## src/rtl/audio_pkg.sv

```systemverilog
// Shared audio types and defaults for the sigma-delta input front end and the mixer path.
package audio_pkg;

  localparam int unsigned SAMPLE_W  = 8;
  localparam int unsigned DECIM_DEF = 8;

  typedef logic [SAMPLE_W-1:0] sample_t;

  localparam sample_t HI_DEF = 8'd160;
  localparam sample_t LO_DEF = 8'd96;

  typedef enum logic {
    EAR_LOW  = 1'b0,
    EAR_HIGH = 1'b1
  } ear_t;

endpackage

```

## src/rtl/ds_decim.sv

```systemverilog
// Sigma-delta decimator: counts feedback ones over a 2^DECIM-clock window into an 8-bit sample.
module ds_decim
  import audio_pkg::*;
#(
  parameter int unsigned DECIM = DECIM_DEF
) (
  input  logic                clk_i,
  input  logic                rst_ni,
  input  logic                fb_i,
  output logic [SAMPLE_W-1:0] sample_o,
  output logic                valid_o
);

  logic [DECIM-1:0] win_q, win_d;
  logic [DECIM:0]   acc_q, acc_d;
  logic [DECIM:0]   sum;
  logic             wrap;
  sample_t          sample_q, sample_d;
  logic             valid_q, valid_d;

  always_comb begin
    wrap     = &win_q;
    win_d    = win_q + DECIM'(1);
    sum      = acc_q + (DECIM+1)'(fb_i);
    acc_d    = wrap ? '0 : sum;
    valid_d  = wrap;
    sample_d = sample_q;
    // The wrap cycle's bit is already in sum; a full window of ones saturates.
    if (wrap) begin
      if (sum[DECIM]) sample_d = '1;
      else            sample_d = sum[DECIM-1 -: SAMPLE_W];
    end
  end

  always_ff @(posedge clk_i or negedge rst_ni) begin
    if (!rst_ni) begin
      win_q    <= '0;
      acc_q    <= '0;
      sample_q <= '0;
      valid_q  <= 1'b0;
    end else begin
      win_q    <= win_d;
      acc_q    <= acc_d;
      sample_q <= sample_d;
      valid_q  <= valid_d;
    end
  end

  assign sample_o = sample_q;
  assign valid_o  = valid_q;

endmodule

```

## src/rtl/audio_in.sv

```systemverilog
// Audio input front end: comparator synchroniser / feedback, decimation, and hysteresis EAR level.
module audio_in
  import audio_pkg::*;
#(
  parameter int unsigned DECIM = DECIM_DEF,
  parameter sample_t     HI    = HI_DEF,
  parameter sample_t     LO    = LO_DEF
) (
  input  logic                clk_i,
  input  logic                rst_ni,
  input  logic                comp_i,
  output logic                fb_o,
  output logic [SAMPLE_W-1:0] sample_o,
  output logic                valid_o,
  output logic                ear_o,
  output logic                edge_o
);

  logic s1_q, s2_q;
  ear_t ear_q, ear_d;
  logic edge_q, edge_d;

  always_ff @(posedge clk_i or negedge rst_ni) begin
    if (!rst_ni) begin
      s1_q <= 1'b0;
      s2_q <= 1'b0;
    end else begin
      s1_q <= comp_i;
      s2_q <= s1_q;
    end
  end

  assign fb_o = s2_q;

  ds_decim #(
    .DECIM(DECIM)
  ) u_decim (
    .clk_i   (clk_i),
    .rst_ni  (rst_ni),
    .fb_i    (s2_q),
    .sample_o(sample_o),
    .valid_o (valid_o)
  );

  // Thresholds are only looked at on the strobe, so ear moves at most once per window.
  always_comb begin
    ear_d = ear_q;
    if (valid_o) begin
      unique case (ear_q)
        EAR_LOW:  if (sample_o >= HI) ear_d = EAR_HIGH;
        EAR_HIGH: if (sample_o <= LO) ear_d = EAR_LOW;
        default:  ear_d = ear_q;
      endcase
    end
    edge_d = (ear_d != ear_q);
  end

  always_ff @(posedge clk_i or negedge rst_ni) begin
    if (!rst_ni) begin
      ear_q  <= EAR_LOW;
      edge_q <= 1'b0;
    end else begin
      ear_q  <= ear_d;
      edge_q <= edge_d;
    end
  end

  assign ear_o  = (ear_q == EAR_HIGH);
  assign edge_o = edge_q;

endmodule
```

## config.mk

```make
export PLATFORM = sky130hd
export DESIGN_NAME = audio_in
export DESIGN_NICKNAME = d
export VERILOG_FILES = /design/src/rtl/audio_pkg.sv /design/src/rtl/ds_decim.sv /design/src/rtl/audio_in.sv
export SDC_FILE = /design/constraint.sdc
export NUM_CORES = 1
export LEC_CHECK = 0
export CAP_MARGIN = 20
export CORE_ASPECT_RATIO = 0.7
export CORE_MARGIN = 1
export CORE_UTILIZATION = 50
export CTS_CLUSTER_DIAMETER = 150
export DETAILED_ROUTE_END_ITERATION = 10
export MAX_ROUTING_LAYER = met4
export PLACE_DENSITY = 0.73
export SLEW_MARGIN = 10
export SYNTH_ARGS = -nofsm -noshare
export SYNTH_HDL_FRONTEND = slang
export SYNTH_SLANG_ARGS = --single-unit
```

## constraint.sdc

```tcl
create_clock -name clk_i -period 1.9 [get_ports clk_i]
set_input_delay 0.475 -clock clk_i [delete_from_list [all_inputs] [get_ports clk_i]]
set_output_delay 0.475 -clock clk_i [all_outputs]
set_load 0.01 [all_outputs]
```

# After elaboration in Yosys (flattened, before gate mapping)
# Cells that the tools add are included.
# totals
register_bits,30
in_bits,3
out_inout_bits,12
wordCells,21
# op_classes
n_eq_ne,1
add_sub_neg,2
n_lt_le_gt_ge,2
mux,6
bitwise_logic,1
n_reduce_logical,1
# ops
cell,count
$add 9x1->9,1
$mux 9,1
$add 8x1->8 const B,1
$ge 8x8->1 const B,1
$le 8x7->1 const B,1
$mux 8,1
$reduce_and 8->1,1
$mux 1,3
$pmux 1 s2,1
$ne 1x1->1,1
$not 1->1,1

# Logic depth before layout (Yosys ltp)
# logic_depth
word_depth,5
ltp_mapped,6
depth_no_buf,6

# Cells and area by module
# From an unflattened synthesis, not the netlist that was laid out.
# unflattened
hier_cells,110
hier_area_um2,1253.7
# by_module_without_submodules
module,cells_per_inst,n_inst,area_each_um2,seq_area_each_um2
ds_decim,95,1,1069.8,650.6
audio_in,15,1,183.9,100.1

# Least setup slack after synthesis
# Ideal clock, no wire load.
# synth_timing
path_kind,register to register
start,"register s2_q, in the netlist fb_o"
end,"register u_decim.sample_q[0], in the netlist u_decim.sample_o[0]"
path_buffers,0
path_stages_with_launch,7
period_less_slack_ns,1.687
t_arrival_ns,1.555
path_slack_ns,0.213
required_ns,1.768
setup_time_ns,0.132
path_cell_list,dfrtp_1 ha_1 ha_1 nand4_1 o21a_1 nor3b_4 a21oi_1
# synth_between
elab_chain_len,2
# synth_rtl
item,line_no,source
start: declaration,audio_in.sv:19,"logic s1_q, s2_q;"
start signal: assignment,audio_in.sv:29,s2_q <= s1_q;
$add 9x1->9,ds_decim.sv:24,sum = acc_q + (DECIM+1)'(fb_i);
$mux 8,ds_decim.sv:30,if (sum[DECIM]) sample_d = '1;
end signal: assignment,ds_decim.sv:44,sample_q <= sample_d;
end: declaration,ds_decim.sv:18,"sample_t sample_q, sample_d;"
# No other way between the ends.
# A chain may end at the register's enable or synchronous reset.

# Worst setup path after layout
# layout_timing
start,"register s2_q, in the netlist fb_o"
end,"register u_decim.sample_q[3], in the netlist u_decim.sample_o[3]"
# Same word-level chain as after synthesis.

==> run_results.csv <==
group,metric,value,unit
timing,post-route-period-util,0.9588,
final_layout,fraction_of_layout_cells_with_a_size_suffix_above_1,0.1481,
timing,setup_viol,0,
yosys,mapped_cell_area,1225,um2
yosys,ys_seq_area_frac,0.6129,
run_status,result_of_the_run,"finished, final reports clean",
power,power,1.477,mW
yosys,avgSynthCellArea,11.34,um2
place,buffer_ports.inserted,14,
global_routing,grt_overflow_total,0,
route,vias,845,
place,placer_congestion,0.8544,
route,routed_wire_length_per_instance,12.78,um
power,power.switching_fraction,0.2797,
worst_setup_path,crit_slowest_cell,"nor4b_4",
power,static-leakage-power,0.7149,nW
route,post_drt_via_cell_ratio,5.060,
cts,clock_sink_count,30,
global_routing,grt_usage,0.2038,
worst_setup_path,ff2ff_setup_slack,80,ps
min_path,worst_hold_path_type,"reg -> reg",
cts,clock_insertion_delay_worst_skew,330,ps
place,setup_slack_placement,88.98,ps
worst_setup_path,critPathKind,"reg -> reg",
route,remaining_number_of_nets_flagged_by_the_antenna_check_after_routing,0,
worst_setup_path,critical_path.cell_chain,"ha_2 -> ha_4 -> nand4_1 -> nor4b_4 -> nor3b_4 -> buf_4 -> a21oi_1",
final_layout,finish.utilization,0.6940,
job,max_cap_viol_count,0,
yosys,syn-instance-count,108,
cts,htreeDepth,2,
power,max-vdd-ir-drop,0.7046,mV
route,firstDrtPassIters,4,
timing,setup_slack,78.24,ps
route,drcViolationCount,0,
timing,slew_viol_final,0,
route,drt-initial-drc-count,56,
global_routing,pin_count_of_the_biggest_net_entering_global_routing,31,
final_layout,area_growth,26.05,%
timing,fin_worst_skew,1.579,ps
global_routing,grt.busiest_layer,"met1",
worst_setup_path,critPathCaptureType,"flop",
yosys,synth_enable_flop_cells,0,
timing,setup_total_negative_slack,0,ps
die,std_cell_core_area,2225,um2
timing,finalWorstPathRequiredPeriod,1822,ps
timing,timing_worst_slew_pin_value,369.0,ps
worst_setup_path,worst_r2r_path_depth,7,
timing,worst_hold_margin,374.3,ps
power,power_per_cell_area,956.5,nW/um2
global_routing,global_route.usage.met1,0.2782,
timing,achievable-frequency,548.9,MHz
worst_setup_path,critical_path_start_type,"flop",
power,p_switching,0.4130,mW
worst_setup_path,required,2150,ps
cts,cts_tree,"yes",
yosys,synthDistinctLibCells,25,
timing,report.final.hold_viol_count,0,
global_routing,grt_use_met2,0.2587,
global_routing,first_global_vias,820,
cts,tritoncts_buffers,5,
global_routing,grt_first_pass_wirelength,3.581,mm
yosys,synthesized_net_count,114,
die,initial_core_util,0.5506,
global_routing,grt_antenna_before_repair,0,
cts,clk_pin_slew_worst_paths,80,ps
global_routing,met3_usage,0.07164,
min_path,worst_hold_path.num_cells,0,
min_path,hp-start,"s1_q$_DFF_PN0_",
worst_setup_path,r2r_end,"u_decim.sample_o[3]$_DFFE_PN0P_",
die,ios,15,
worst_setup_path,worst-endpoint-arrival,2070,ps
final_layout,antenna_cells_inserted,0,
worst_setup_path,timing.critical_path.slowest_cell_delay,400,ps
yosys,synth_flop_cell,"dfrtp_1",
route,finalWirelength,2.134,mm
cts,cts-root-to-sink-buffers,2,
final_layout,layout.cells.most_common,"dfrtp_1",
final_layout,mostFrequentLayoutCells,"dfrtp_1 (30), nor2_1 (21), clkdlybuf4s50_1 (14)",
die,die_w,61.16,um
min_path,worstHoldEndpoint,"fb_o$_DFF_PN0_",
final_layout,fin_nets,140,
timing,slew-limit-headroom,0.7540,
place,dpl_wire_length,1.444,mm
worst_setup_path,crit-reg2reg-launch,"fb_o$_DFF_PN0_",
die,placement_rows,14,
yosys,yosys_warnings,0,
power,seq_power_share,0.531,
power,power_frac_clock,0.310,
worst_setup_path,crit_path_max_fanout,4,
yosys,ys_ff_latch,30,
cts,clockRootBuffer,"clkbuf_4",
power,power_frac_comb,0.159,
power,intPower,1.064,mW
die,fp.dieArea,2655,um2
yosys,ys_async_sr_fraction,1.000,
die,die_height,43.41,um
==> worst max path at each step <==
stage | from | to | slack [ps] | cells past startpoint
final | fb_o$_DFF_PN0_ | u_decim.sample_o[3]$_DFFE_PN0P_ | 80 | 7
after global routing | fb_o$_DFF_PN0_ | u_decim.sample_o[3]$_DFFE_PN0P_ | -10 | 7
after CTS | fb_o$_DFF_PN0_ | u_decim.sample_o[3]$_DFFE_PN0P_ | 60 | 6
after detailed placement | fb_o$_DFF_PN0_ | u_decim.sample_o[3]$_DFFE_PN0P_ | 90 | 6
after global placement | fb_o$_DFF_PN0_ | u_decim.sample_o[3]$_DFFE_PN0P_ | 160 | 6
after floorplan | fb_o$_DFF_PN0_ | u_decim.sample_o[0]$_DFFE_PN0P_ | 210 | 6
==> per-stage QoR <==
stage | instances | area (um2)
2_1_floorplan | 108 | 1225
3_3_place_gp | 154 | 1404
3_5_place_dp | 154 | 1404
4_1_cts | 162 | 1483
5_1_grt | 167 | 1544
6_report | 167 | 1544
==> power groups by stage <==
| stage | sequential, mW | combinational, mW | clock (mW) |
|---|---|---|---|
| floorplan | 0.774 | 0.145 | 0 |
| global placement | 0.784 | 0.201 | 0 |
| detailed placement | 0.788 | 0.205 | 0 |
| CTS | 0.776 | 0.208 | 0.473 |
| global route | 0.796 | 0.267 | 0.504 |
| finish | 0.784 | 0.235 | 0.457 |
==> worst max-delay path, delay by kind of cell, from the launching register on <==
family,cells,cell delay [ps]
buffers and inverters,1,150
flip-flops,1,370
AO/OA/AOI/OAI,1,170
AND/OR/NAND/NOR,3,670
adder cells (fa/ha/maj),2,380
==> kinds of logic after synthesis <==
kind of cell             synth area share
flip-flops                         0.6129
AND/OR/NAND/NOR                    0.1767
buffers and inverters             0.02860
adder cells (fa/ha/maj)           0.03065
AO/OA/AOI/OAI                     0.06538
XOR/XNOR                          0.08580
==> cells in the mapped netlist (all sizes together) (2+ instances only) <==
cell type / instances / area (um2)
inv: 5 / 18.77
xor2: 5 / 43.79
ha: 3 / 37.54
a21oi: 8 / 40.04
nand2: 3 / 11.26
o21ai: 2 / 10.01
dfrtp: 30 / 750.7
xnor2: 7 / 61.31
buf: 2 / 16.26
and3: 4 / 26.28
nor2: 21 / 78.83
nand3: 7 / 35.03
==> per-layer routing <==
metal	vias up	wire, um
met3	7	109
met4	0	46
met2	18	919
met1	404	1058
li1	416	-
met5	-	0
==> what timing repair did <==
action	CTS	global route
buffers inserted	0	5
setup endpoints to repair	0	8
gates resized for setup	0	4
endpoints found under the hold margin	0	0
hold buffers	0	0
==> cell type report <==
class | instances | area, um2
tap | 32 | 40.04
inverter | 5 | 18.77
fill | 168 | 680.7
multi-input combinational | 71 | 462.9
clock buffer | 8 | 78.83
timing repair buffer | 21 | 192.7
sequential | 30 | 750.7
==> state kept, by name, indices dropped and copies added, names as in the netlist <==
register and flops:
ear_o 1, edge_o 1, fb_o 1, s1_q 1
u_decim.acc_q 9, u_decim.sample_o 8, u_decim.valid_o 1, u_decim.win_q 8
Note: power is estimated with default switching activity, not from simulation.
